**src/rtl/matmul_out_pkg.sv**
```systemverilog
// Shared sizing, row/tag types and a width helper for the systolic matmul output drain.
package matmul_out_pkg;

   localparam int DEF_WORD       = 16;
   localparam int DEF_ROWS       = 4;
   localparam int DEF_COLS       = 4;
   localparam int DEF_FIFO_DEPTH = 4;
   localparam int DEF_ASM_SLOTS  = 4;

   localparam int PTR_W  = $clog2(DEF_FIFO_DEPTH);
   localparam int SLOT_W = $clog2(DEF_ASM_SLOTS);

   typedef logic [DEF_COLS-1:0][DEF_WORD-1:0] row_t;
   typedef logic [$clog2(DEF_ROWS)-1:0]       row_tag_t;

   // Index width that never collapses to zero bits for tiny sizes.
   function automatic int clog2_1(input int n);
      return (n <= 2) ? 1 : $clog2(n);
   endfunction

endpackage

```
**src/rtl/matmul_output_deskew_row_fifo.sv**
```systemverilog
// Synchronous FIFO; pop data is the head entry read combinationally, one-cycle push-to-visible.
// Push while full is accepted only together with a pop; rst clears the pointers.
module row_fifo
   import matmul_out_pkg::*;
#(
   parameter int WIDTH = 8,
   parameter int DEPTH = 4
) (
   input  logic             clk,
   input  logic             rst,
   input  logic             i_push,
   input  logic [WIDTH-1:0] i_push_dat,
   input  logic             i_pop,
   output logic [WIDTH-1:0] o_pop_dat,
   output logic             o_full,
   output logic             o_empty
);
   localparam int AW = clog2_1(DEPTH);

   logic [WIDTH-1:0] r_mem [DEPTH];
   logic [AW:0]      r_wr_ptr;
   logic [AW:0]      r_rd_ptr;
   logic             w_do_push;
   logic             w_do_pop;

   assign o_empty   = (r_wr_ptr == r_rd_ptr);
   assign o_full    = (r_wr_ptr[AW] != r_rd_ptr[AW]) &&
                      (r_wr_ptr[AW-1:0] == r_rd_ptr[AW-1:0]);
   assign w_do_pop  = i_pop && !o_empty;
   assign w_do_push = i_push && (!o_full || w_do_pop);
   assign o_pop_dat = r_mem[r_rd_ptr[AW-1:0]];

   always_ff @(posedge clk) begin
      if (rst) begin
         r_wr_ptr <= '0;
         r_rd_ptr <= '0;
      end else begin
         if (w_do_push) r_wr_ptr <= r_wr_ptr + 1'b1;
         if (w_do_pop)  r_rd_ptr <= r_rd_ptr + 1'b1;
      end
   end

   always_ff @(posedge clk) begin
      if (w_do_push) r_mem[r_wr_ptr[AW-1:0]] <= i_push_dat;
   end

endmodule

```
**src/rtl/matmul_output_deskew.sv**
```systemverilog
// Reassembles staggered, double-held column outputs into rows and streams them valid/ready.
// Row visible 2 cycles after its last column's input cycle; a full FIFO drops rows, upstream never stalls.
module matmul_output_deskew
   import matmul_out_pkg::*;
#(
   parameter int WORD_SIZE  = DEF_WORD,
   parameter int ROWS       = DEF_ROWS,
   parameter int COLS       = DEF_COLS,
   parameter int FIFO_DEPTH = DEF_FIFO_DEPTH,
   parameter int ASM_SLOTS  = DEF_ASM_SLOTS
) (
   input  logic                      clk,
   input  logic                      rst,
   input  logic                      start,
   input  logic [COLS*WORD_SIZE-1:0] matmul_fsm_output,
   input  logic [COLS-1:0]           matmul_output_valid,
   output logic                      row_valid,
   input  logic                      row_ready,
   output logic [COLS*WORD_SIZE-1:0] row_data,
   output logic [$clog2(ROWS)-1:0]   row_index,
   output logic                      last_row,
   output logic                      overflow,
   output logic                      done
);
   localparam int ROW_W = COLS * WORD_SIZE;
   localparam int TAG_W = $clog2(ROWS);
   localparam int CNT_W = clog2_1(ROWS + 1);
   localparam int ASM_W = clog2_1(ASM_SLOTS);
   localparam int ENT_W = TAG_W + ROW_W;

   if (ASM_SLOTS <= (COLS - 1) / 2) begin : g_asm_chk
      $error("ASM_SLOTS must exceed (COLS-1)/2");
   end

   logic                 w_clr;
   logic [COLS-1:0]      r_ph;
   logic [CNT_W-1:0]     r_wcnt [COLS];
   logic [COLS-1:0]      r_mask [ASM_SLOTS];
   logic [WORD_SIZE-1:0] r_slot_dat [ASM_SLOTS][COLS];
   logic [TAG_W-1:0]     r_slot_tag [ASM_SLOTS];
   logic [CNT_W-1:0]     r_pop_cnt;
   logic                 r_overflow;
   logic                 r_done;

   logic [COLS-1:0]      w_smp;
   logic [ASM_W-1:0]     w_slot [COLS];
   logic                 w_cmp_vld;
   logic [ASM_W-1:0]     w_cmp_slot;
   logic [ROW_W-1:0]     w_cmp_row;
   logic [ENT_W-1:0]     w_push_dat;
   logic [ENT_W-1:0]     w_head;
   logic                 w_push;
   logic                 w_pop;
   logic                 w_full;
   logic                 w_empty;

   assign w_clr = rst | start;

   // One sample per 2-cycle hold: take the first cycle, skip the repeat.
   always_comb begin
      w_smp = '0;
      for (int c = 0; c < COLS; c++) begin
         w_smp[c]  = matmul_output_valid[c] && !r_ph[c] && (r_wcnt[c] != CNT_W'(ROWS));
         w_slot[c] = ASM_W'(32'(r_wcnt[c]) % ASM_SLOTS);
      end
   end

   always_comb begin
      w_cmp_vld  = 1'b0;
      w_cmp_slot = '0;
      w_cmp_row  = '0;
      for (int s = 0; s < ASM_SLOTS; s++) begin
         if (&r_mask[s]) begin
            w_cmp_vld  = 1'b1;
            w_cmp_slot = ASM_W'(s);
         end
      end
      for (int c = 0; c < COLS; c++) begin
         w_cmp_row[c*WORD_SIZE +: WORD_SIZE] = r_slot_dat[w_cmp_slot][c];
      end
   end

   assign w_pop      = !w_empty && row_ready;
   assign w_push     = w_cmp_vld && (!w_full || w_pop);
   assign w_push_dat = {r_slot_tag[w_cmp_slot], w_cmp_row};

   always_ff @(posedge clk) begin
      if (w_clr) begin
         r_ph       <= '0;
         r_pop_cnt  <= '0;
         r_overflow <= 1'b0;
         r_done     <= 1'b0;
         for (int c = 0; c < COLS; c++)      r_wcnt[c] <= '0;
         for (int s = 0; s < ASM_SLOTS; s++) r_mask[s] <= '0;
      end else begin
         r_ph <= matmul_output_valid & ~r_ph;
         if (w_cmp_vld) r_mask[w_cmp_slot] <= '0;
         for (int c = 0; c < COLS; c++) begin
            if (w_smp[c]) begin
               r_wcnt[c]            <= r_wcnt[c] + 1'b1;
               r_mask[w_slot[c]][c] <= 1'b1;
            end
         end
         if (w_cmp_vld && !w_push) r_overflow <= 1'b1;
         if (w_pop && (r_pop_cnt != CNT_W'(ROWS))) begin
            r_pop_cnt <= r_pop_cnt + 1'b1;
            if (r_pop_cnt == CNT_W'(ROWS - 1)) r_done <= 1'b1;
         end
      end
   end

   always_ff @(posedge clk) begin
      if (!w_clr) begin
         for (int c = 0; c < COLS; c++) begin
            if (w_smp[c]) r_slot_dat[w_slot[c]][c] <= matmul_fsm_output[c*WORD_SIZE +: WORD_SIZE];
         end
         if (w_smp[0]) r_slot_tag[w_slot[0]] <= r_wcnt[0][TAG_W-1:0];
      end
   end

   row_fifo #(
      .WIDTH (ENT_W),
      .DEPTH (FIFO_DEPTH)
   ) u_row_fifo (
      .clk        (clk),
      .rst        (w_clr),
      .i_push     (w_push),
      .i_push_dat (w_push_dat),
      .i_pop      (w_pop),
      .o_pop_dat  (w_head),
      .o_full     (w_full),
      .o_empty    (w_empty)
   );

   assign row_valid = !w_empty;
   assign row_data  = w_empty ? '0 : w_head[ROW_W-1:0];
   assign row_index = w_empty ? '0 : w_head[ENT_W-1:ROW_W];
   assign last_row  = !w_empty && (w_head[ENT_W-1:ROW_W] == TAG_W'(ROWS - 1));
   assign overflow  = r_overflow;
   assign done      = r_done;

endmodule

```
**config.mk**
```make
export PLATFORM = sky130hd
export DESIGN_NAME = matmul_output_deskew
export DESIGN_NICKNAME = d
export VERILOG_FILES = /design/src/rtl/matmul_out_pkg.sv /design/src/rtl/matmul_output_deskew_row_fifo.sv /design/src/rtl/matmul_output_deskew.sv
export SDC_FILE = /design/constraint.sdc
export NUM_CORES = 1
export LEC_CHECK = 0
export CORE_ASPECT_RATIO = 2
export CORE_MARGIN = 4
export CORE_UTILIZATION = 59
export CTS_CLUSTER_SIZE = 28
export DETAILED_ROUTE_END_ITERATION = 8
export GPL_TIMING_DRIVEN = 0
export PLACE_DENSITY_LB_ADDON = 0.15
export SLEW_MARGIN = 25
export SYNTH_ARGS = -nofsm -noshare
export SYNTH_HDL_FRONTEND = slang
export SYNTH_SLANG_ARGS = --single-unit
export TNS_END_PERCENT = 30
```
**constraint.sdc**
```tcl
create_clock -name clk -period 3.6 [get_ports clk]
set_clock_uncertainty 0.2 [all_clocks]
set_input_delay 0.36 -clock clk [delete_from_list [all_inputs] [get_ports clk]]
set_output_delay 0.36 -clock clk [all_outputs]
set_load 0.02 [all_outputs]
```
==> metrics.cfg <==
[outcome]
status=finished clean

[timing]
grt_setup_unrepaired=false
period_minus_slack_ns=3.51
slew_violations=0
fin_setup_tns_ns=0
maxSlewHeadroom=0.309
max_freq_mhz=285
final_hold_viol_count=0
setup_ws_ns=0.0881
hold_ws_ns=0.219
post-route-period-util=0.976
setup_viol=0
worst_pin_slew_ns=1.04

[clock_network]
clk_pin_slew_ns=0.07
root_buffer=clkbuf_16
worstSkewPairLatency_ns=0.56
cts_tree=built
htree_levels=2
clock_sinks=573
max-clock-path-buffers=3
numCtsBuffers=46

[logic_synthesis]
synth_ff_type=edfxtp_1
ys_seq_area_frac=0.764
yosys.cell_count.top_type=edfxtp_1
netlist_top_cells_area=edfxtp_1 73%, mux4_2 6.7%, and2_1 3.2%
yosysWarnings=0
synth-edff-count=540
synth-xor-area-share=0.00436
synth_compound_area_frac=0.0541
syn_area_per_cell_um2=17.4
netlist_area_mm2=0.0221
yosys.area_share.adder=0.0136
yosysUniqueCellTypes=45
synth_seq_cells=573
synth_cells=1272
synth_top_family_by_area=simple AND/OR/NAND/NOR gates
netlist.area_leader.share=0.734
syn_nets=1368
synthArstFlopShare=0
synth-simple-area-share=0.0803
synth_top_cell_by_area=edfxtp_1
muxShareOfSynthArea=0.0678
yosys-top-cells-count=540 x edfxtp_1, 142 x nand2_1, 113 x and2_1, 67 x a31oi_1

[worst_setup_path]
cp-end-kind=primary output
setup.worst_path.start_class=flop
arrival_ns=2.95
cp_cell_sequence=xor2_1 -> or3_4 -> clkbuf_4 -> clkbuf_4 -> and2_1 -> clkdlybuf4s50_1
worstPathRequired_ns=3.04
crit_type=reg -> out
max_stage_delay_ns=0.63
crit_slowest_cell=clkdlybuf4s50_1
crit_path_frequent_cell=clkbuf_4
crit_fanout=10

[place]
numPortBuffers=141
dp_slack_ns=-0.285
gp_congestion=0.788
hpwl_um=31300

[power]
swShare=0.188
leakage_nw=8.35
p_int_mw=10.1
power_frac_clock=0.391
power.density_mw_per_mm2=484
ir_drop_uv=407
finalPower_mw=12.4
seq_power_share=0.589
p_switching_mw=2.34
p_comb_frac=0.020

[floorplanning]
dieHeight_um=282
start_util=0.594
die_w_um=145
fp-row-count=100
fp.coreArea_mm2=0.0372
pin_count=142
die_area_mm2=0.0408

[cells_and_area]
drive_gt1_frac=0.115
syn_to_final_growth_pct=16.4
finalNetCount=1562

[grt]
grt_pass1_vias=12471
grt_pass1_wl_um=70700
grt_max_degree=44
grt_overflow=0
grt_antenna_before_repair=5
grt.total_usage=0.233

[drt]
drt_iter0_markers=885
via_count=11850
wl_per_cell_um=24.0
drt-total-wl_um=47300
dr.pass1.iters=5
via_per_inst=6.03
postRouteAntennaNets=0
drc=0

[job]
maxCapViolCount=0

[hold_path]
hold_class=in -> reg

[placed cells by master (no fill, tap or decap), drive strengths merged, types with 3 or more instances in the layout]
cell / netlist / layout
diode: 0 / 5
mux4: 66 / 66
nand2b: 4 / 4
a211oi: 66 / 66
inv: 13 / 13
xnor2: 6 / 6
and2: 152 / 152
xor2: 5 / 5
and4: 4 / 4
a21o: 4 / 4
a22o: 16 / 16
nand4: 4 / 4
clkbuf: 45 / 105
nor3: 8 / 8
a31oi: 67 / 67
dfxtp: 33 / 33
clkinv: 0 / 21
nand3: 3 / 3
ha: 24 / 24
nand2: 142 / 142
edfxtp: 540 / 540
nor2: 17 / 17
clkdlybuf4s50: 0 / 140
and3: 5 / 5
o21ai: 6 / 6
bufinv: 0 / 3
a21oi: 5 / 5
buf: 24 / 29
[stage by stage]
stage,instance area [µm²],utilization,cells
finish,25700,0.692,1966
global route,25700,0.692,1965
CTS,25700,0.691,1960
detailed placement,24200,0.651,1876
global placement,24100,0.648,1872
floorplan,22100,-,1272
[kinds of logic after synthesis]
kind of cell,after synthesis
AND/OR/NAND/NOR,345
multiplexers,67
buffers and inverters,82
AO/OA/AOI/OAI,170
XOR/XNOR,11
adder cells (fa/ha/maj),24
flip-flops,573
[registers in the layout, indices dropped and copies added (netlist names), 3 cells and up, named ones only]
name and cells:
r_wcnt 12, r_mask 16, u_row_fifo.r_mem 264, r_slot_dat 256
r_ph 4, u_row_fifo.r_rd_ptr 3, r_slot_tag 8, u_row_fifo.r_wr_ptr 3
r_pop_cnt 3
[per-layer routing]
metal / GRT usage / part of all wire / vias up
met4: 0.107 / 0.039 / 2
met5: 0 / 0.00025 / -
met2: 0.424 / 0.55 / 415
met3: 0.0307 / 0.050 / 111
li1: - / - / 5324
met1: 0.271 / 0.36 / 5998
[path summary, 6_finish.rpt]
check                                           start                           endpoint  slack, ns  depth (start not counted)
setup / recovery  u_row_fifo.r_wr_ptr[2]$_SDFFE_PP0P_                       row_data[51]       0.09                          6
hold / removal                 matmul_output_valid[3]                 r_ph[3]$_SDFF_PP0_       0.22                          3
setup reg to reg                 r_mask[1][3]$_DFF_P_  u_row_fifo.r_mem[1][17]$_DFFE_PP_       0.54                          6
hold reg to reg                     done$_SDFFE_PP0P_                  done$_SDFFE_PP0P_       0.28                          2
[power groups by stage]
| stage | combinational [mW] | sequential (mW) | clock [mW] |
|---|---|---|---|
| floorplan | 0.0918 | 7.47 | 0 |
| global placement | 0.233 | 7.47 | 0 |
| detailed placement | 0.243 | 7.48 | 0 |
| CTS | 0.245 | 7.33 | 4.92 |
| global route | 0.267 | 7.33 | 5.17 |
| finish | 0.245 | 7.33 | 4.87 |
[worst max-delay path: cells and delay by family (launching register included)]
family                    cells  cell delay [ns]
and+or+nand+nor               2             0.50
xor gates and xnor gates      1             0.29
DFF                           1             0.40
buffers and inverters         3             1.18
[final cells by class]
cell class | count | area (µm²)
Clock inverter | 24 | 178
Tap cell | 459 | 574
Sequential cell | 573 | 16900
Timing Repair Buffer | 146 | 1530
Inverter | 13 | 48.8
Clock buffer | 60 | 1270
Antenna cell | 5 | 12.5
Buffer | 69 | 325
Fill cell | 2396 | 11500
Multi-Input combinational cell | 617 | 4890
[repair_timing]
| action | in CTS | in global routing |
|---|---|---|
| buffers inserted | 0 | 1 |
| hold buffers | 0 | 0 |
| resized for setup | 18 | 2 |
| endpoints found under the setup margin | 58 | 12 |
| pin swaps | 0 | 2 |
(Power assumes the default switching activity.)
